<file path="src/rtl/mult_pkg.sv">
// mult_pkg: shared state encoding and default operand width for the shift-add multiplier.
package mult_pkg;
   localparam int MULT_N = 4;
   typedef enum logic [2:0] {IDLE, LOAD, ADD, SHIFT, DONE} state_t;
endpackage

</file>
<file path="src/rtl/mult_seq_ctrl_iter_cnt.sv">
// iter_cnt: loadable down-counter of remaining add/shift iterations with zero/last flags.
module iter_cnt #(
   parameter int N  = 4,
   parameter int CW = $clog2(N) + 1
) (
   input  logic          clk,
   input  logic          clr_n,
   input  logic          i_clr,
   input  logic          i_ld,
   input  logic          i_dec,
   output logic [CW-1:0] o_cnt,
   output logic          o_zero,
   output logic          o_last
);
   logic [CW-1:0] r_cnt;
   // The zero guard keeps a stray decrement from wrapping the count.
   always_ff @(posedge clk or negedge clr_n)
      if (!clr_n) r_cnt <= '0;
      else if (i_clr) r_cnt <= '0;
      else if (i_ld) r_cnt <= CW'(N);
      else if (i_dec && r_cnt != '0) r_cnt <= r_cnt - 1'b1;
   assign o_cnt  = r_cnt;
   assign o_zero = r_cnt == '0;
   assign o_last = r_cnt == CW'(1);
endmodule

</file>
<file path="src/rtl/mult_seq_ctrl.sv">
// mult_seq_ctrl: FSM sequencing load/add/shift strobes of a shift-add multiplier datapath
// over a start/done handshake.
module mult_seq_ctrl
   import mult_pkg::*;
#(
   parameter int N  = MULT_N,
   parameter int CW = $clog2(N) + 1
) (
   input  logic          clk,
   input  logic          clr_n,
   input  logic          start,
   input  logic          abort,
   input  logic          lsb,
   output logic          load,
   output logic          add,
   output logic          sft,
   output logic          carry_sel,
   output logic          busy,
   output logic          done,
   output logic [CW-1:0] cnt
);
   state_t r_state, w_next;
   logic   r_add_seen;
   logic   w_zero, w_last;

   iter_cnt #(.N(N), .CW(CW)) u_cnt (
      .clk   (clk),
      .clr_n (clr_n),
      .i_clr (abort),
      .i_ld  (r_state == LOAD),
      .i_dec (r_state == SHIFT),
      .o_cnt (cnt),
      .o_zero(w_zero),
      .o_last(w_last)
   );

   always_ff @(posedge clk or negedge clr_n)
      if (!clr_n) r_state <= IDLE;
      else r_state <= w_next;

   // Remembers whether this iteration added, so the shift pulls in the adder carry.
   always_ff @(posedge clk or negedge clr_n)
      if (!clr_n) r_add_seen <= 1'b0;
      else if (abort || r_state == LOAD) r_add_seen <= 1'b0;
      else if (r_state == ADD) r_add_seen <= lsb;

   always_comb begin
      w_next    = r_state;
      load      = 1'b0;
      add       = 1'b0;
      sft       = 1'b0;
      carry_sel = 1'b0;
      busy      = r_state != IDLE;
      done      = 1'b0;
      case (r_state)
         IDLE:  w_next = start ? LOAD : IDLE;
         LOAD:  begin load = 1'b1; w_next = ADD; end
         ADD:   begin add = lsb; w_next = SHIFT; end
         SHIFT: begin
            sft       = 1'b1;
            carry_sel = r_add_seen;
            w_next    = (w_last || w_zero) ? DONE : ADD;
         end
         DONE:  begin done = 1'b1; w_next = IDLE; end
         default: w_next = IDLE;
      endcase
      if (abort) w_next = IDLE;
   end
endmodule

</file>
<file path="config.mk">
export PLATFORM = sky130hd
export DESIGN_NAME = mult_seq_ctrl
export DESIGN_NICKNAME = d
export VERILOG_FILES = /design/src/rtl/mult_pkg.sv /design/src/rtl/mult_seq_ctrl_iter_cnt.sv /design/src/rtl/mult_seq_ctrl.sv
export SDC_FILE = /design/constraint.sdc
export NUM_CORES = 1
export LEC_CHECK = 0
export CAP_MARGIN = 25
export CORE_AREA = 2 2 39 41
export DETAILED_ROUTE_END_ITERATION = 10
export DIE_AREA = 0 0 41 43
export GPL_TIMING_DRIVEN = 0
export PLACE_DENSITY = 0.68
export SETUP_SLACK_MARGIN = 0.1
export SYNTH_ARGS = -nofsm -noshare
export SYNTH_HDL_FRONTEND = slang
export SYNTH_SLANG_ARGS = --single-unit
</file>
<file path="constraint.sdc">
create_clock -name clk -period 2.12 [get_ports clk]
set_input_delay 0.53 -clock clk [delete_from_list [all_inputs] [get_ports clk]]
set_output_delay 0.53 -clock clk [all_outputs]
set_load 0.02 [all_outputs]
</file>
# Word level (Yosys, flattened, before mapping)
# Cells that the tools add are included.
# op_classes
n_mux	14
n_eq_ne	5
div_mod_pow	0
add_sub_neg	1
reduce_logical	9
shifts	0
bitwise_logic	0
magnitude_cmp	0
n_mul	0
# ops
cell	count
$mux 3	5
$pmux 3 s4	1
$reduce_bool 3->1	3
$mux 1	8
$eq 3x1->1 const B	2
$eq 3x2->1 const B	2
$logic_not 3->1	2
$eq 3x3->1 const B	1
$sub 3x1->3 const B	1
$logic_or 1x1->1	2
$reduce_bool 2->1	1
$logic_and 1x1->1	1
# totals
rom_bits	0
n_memories	0
reg_bits	7
output_inout_bits	9
latch_bits	0
ram_bits	0
elab_cells	32
inputBits	5

# Longest topological paths before layout
# logic_depth
ltp_word	5
depth_mapped	6
mapped_depth_nobuf	6

# Cells and area by module
# From an unflattened synthesis, not the netlist that was laid out.
# hier_totals
hier_cells	42
hier_area_um2	420.4
# by_module_without_submodules
module	area_per_inst_um2	n_inst	cells_each	seq_area_each_um2
mult_seq_ctrl	211.5	1	22	100.1
iter_cnt	209.0	1	20	75.1

# Least setup slack after synthesis
# Ideal clock, no wire load.
# synth_path
path_kind	reg-to-output
from	register r_state[2]
to	output port load
required_time_ns	1.590
arrival_time_ns	1.225
stages_incl_launch_ff	3
n_path_buf	1
slack_ns	0.365
cell_sequence	dfrtp_1 -> buf_6 -> nor3b_1
# synth_via
elab_chain_cells	2
# synth_rtl
element	line_no	source
from (decl)	mult_seq_ctrl.sv:22	state_t r_state, w_next;
from (signal assigned)	mult_seq_ctrl.sv:39	else r_state <= w_next;
$eq 3x1->1	mult_seq_ctrl.sv:55	case (r_state)
$mux 1	mult_seq_ctrl.sv:55	
to (decl)	mult_seq_ctrl.sv:14	output logic load,
# Every way passes these cells.

# Worst setup path in the final report
# Ends and elaborated chain as after synthesis.

==> impl_results.md <==
- Max incr delay on CP: 0.37 ns
- Antenna Violating Nets Remaining: 0
- Post-CTS Setup Bufs: 0
- Sink Count: 7
- Post-DP HPWL: 602 um
- I/O Pins: 14
- First DRT Iteration DRCs: 9
- Crit path time final: 1.93 ns
- Commonest non-fill, non-tap cells in the layout: 7 x clkdlybuf4s50_1, 5 x dfrtp_1
- Synth Area per Inst: 10.8 sq um
- #FFs+latches synth: 7
- Slew @ Worst Pin: 0.304 ns
- RSZ-0062 raised after global routing: yes
- Clock-pin transition on the worst setup and hold timing paths: 0.05 ns
- CP arrival: 1.40 ns
- Slew Limit Fails: 0
- Rel. slew slack: 79.5%
- Critical R2R Capture: u_cnt.o_cnt[1]
- Post-DP Area: 559 sq um
- Core Area: 0.00138 sq mm
- Worst hold path endpoint: r_state[0]
- Crit-path cells: buf_6 > nor3b_2 > clkdlybuf4s15_1
- CP max stage cell: dfrtp_1
- Flop2flop setup slack: 0.39 ns
- Port bufs: 13
- Finished Layout Cells: 71
- RePlAce Congestion: 0.628
- Fillers: 147
- Final Cell Area: 579 sq um
- Worst-path fanout max: 10
- Setup Skew: 0.00671 ns
- Syn nets: 46
- Final Util: 41.9%
- CTS buffer count: 3
- Die area: 0.00176 sq mm
- Post-synth top area share: 42.8%
- Setup TNS: 0 ns
- Uppermost routed layer: met4
- Fmax: 517 MHz
- Synth cell types: 23
- First-pass GRT wire length: 1220 um
- Row Count: 14
- Syn Std Cell Area: 409 sq um
- Status: completed
- Flip-flop and latch area: 178 sq um
- Total wire length: 783 um
- Crit. End Element: primary output
- Levels on crit path: 3
- Multi-input logic area: 216 sq um
- CTS tree: done
- Crit start category: flop
- DR WL met2: 362 um
- Worst Reg-to-Reg Cells: 6
- Hold path start: r_state[0]
- WP data required: 1.59 ns
- Clock latency at the later pin of the worst-skew pair: 0.25 ns
- Top cell type by total area after synthesis: dfrtp_1
- Die height: 43 um
- ANT cells: 0
- Die Wd: 41 um
- Initial core utilization: 29.6%
- Post-synthesis sequential area ratio: 42.8%
- # placed instances: 67
- Fin crit share: 91.2%
- Crit Path Category: reg -> out
- Largest net degree at the start of global routing: 11
- Residual DRC: 0
- Cell family with most CP delay: buffers and inverters
- Vias per inst: 4.54
- Commonest non-fill, non-tap cell in the layout: clkdlybuf4s50_1
- Hold depth: 1
- Tot GR Track Use: 11.0%
- Root buffer cell: clkbuf_4
- Synth warnings: 0
- Metal3 WL: 29 um
- Fin nets: 64
- Origin of the critical flop-to-flop path: u_cnt.o_cnt[0]
- Synthesis-to-finish area growth: 41.6%
- Grt ovf: 0
- Met1 wire length: 370 um
- Antenna violations before repair: 0
- 1st-pass router iterations: 5
- Max Cap Viol: 0
- Final hold violations: 0
- Worst vdd ir: 0.000286 V
- Vias: 322
- Pwr Density: 577 mW/mm^2
- WL per Instance: 11.0 um
- Worst hold slack: 0.525 ns
- Final setup violating endpoints: 0
- Min-Delay Path Class: reg -> reg
- Vias in the first global route: 304
- Share of post-route cells with drive strength above 1: 29.1%
- Hold-fix buffers at CTS: 0
- Ranking of synthesized cells by area: dfrtp_1 43%, ha_1 9.2%, and4bb_4 4.0%
- Syn Inst Count: 38
- Max Buffers Root-to-Sink: 2
- H-tree depth: 1
- Lkg Pwr: 0.253 nW
- CP Buf/Inv Count: 2
==> layer usage <==
metal / up-vias / track usage (%)
met2: 7 / 15.3
li1: 169 / -
met3: 2 / 3.14
met5: - / 0
met4: 0 / 14.0
met1: 144 / 10.9
==> state kept, by name (all words and copies together), names as in the netlist <==
signal / flops
u_cnt.o_cnt: 3
r_add_seen: 1
r_state: 3
==> logic make-up (layout without fill, tap and decap cells) <==
kind of cell,count (synthesis),in the layout,share of synthesized area [%]
compound gates,7,7,13.1
xor+xnor,1,1,2.14
fa+ha+maj,3,3,9.18
buf+inv,4,21,5.50
flops,7,7,42.8
mux,1,1,2.45
simple gates,15,15,24.8
==> how the worst max path moves through the flow <==
stage                    start        end  slack (ns)
floorplan           r_state[2]       load        0.37
global placement           lsb        add       -0.22
detailed placement         lsb        add       -0.22
CTS                 r_state[2]       busy        0.11
global route        r_state[1]  carry_sel         0.1
finish              r_state[2]       load        0.19
==> area by class of cell <==
type | count | area share, %
inverter | 3 | 1.94
timing repair buffer | 13 | 20.1
sequential | 7 | 30.7
multi-input combinational | 27 | 37.4
tap | 16 | 3.46
clock buffer | 4 | 4.54
buffer | 1 | 1.94
==> Yosys cell counts (all sizes together) <==
| cell type | count |
|---|---|
| inv | 3 |
| nor2 | 4 |
| dfrtp | 7 |
| or3 | 1 |
| nor3 | 2 |
| nor3b | 1 |
| mux2i | 1 |
| a21oi | 2 |
| nand2 | 1 |
| o21ai | 1 |
| a31oi | 1 |
| o21a | 1 |
| xnor2 | 1 |
| nor4 | 2 |
| buf | 1 |
| a2111oi | 1 |
| ha | 3 |
| and4bb | 2 |
| and2 | 2 |
| o21ba | 1 |
==> report_power, final <==
group,internal (mW),leakage [nW],switching (mW)
sequential,0.141,0.0924,0.00885
clock,0.0717,0.0150,0.0462
combinational,0.0320,0.145,0.0342
==> stage by stage <==
stage | setup WS (ns) | total power, mW
5_1_grt | 0.0964 | 0.361
6_report | 0.186 | 0.334
4_1_cts | 0.107 | 0.343
3_3_place_gp | -0.224 | 0.223
3_5_place_dp | -0.219 | 0.223
2_1_floorplan | 0.365 | 0.189
==> repair_timing <==
item,CTS,global route
setup endpoints to repair,6,4
gates resized for setup,12,4
hold endpoints to repair,0,0
gates cloned,0,0
(Power assumes the default switching activity.)
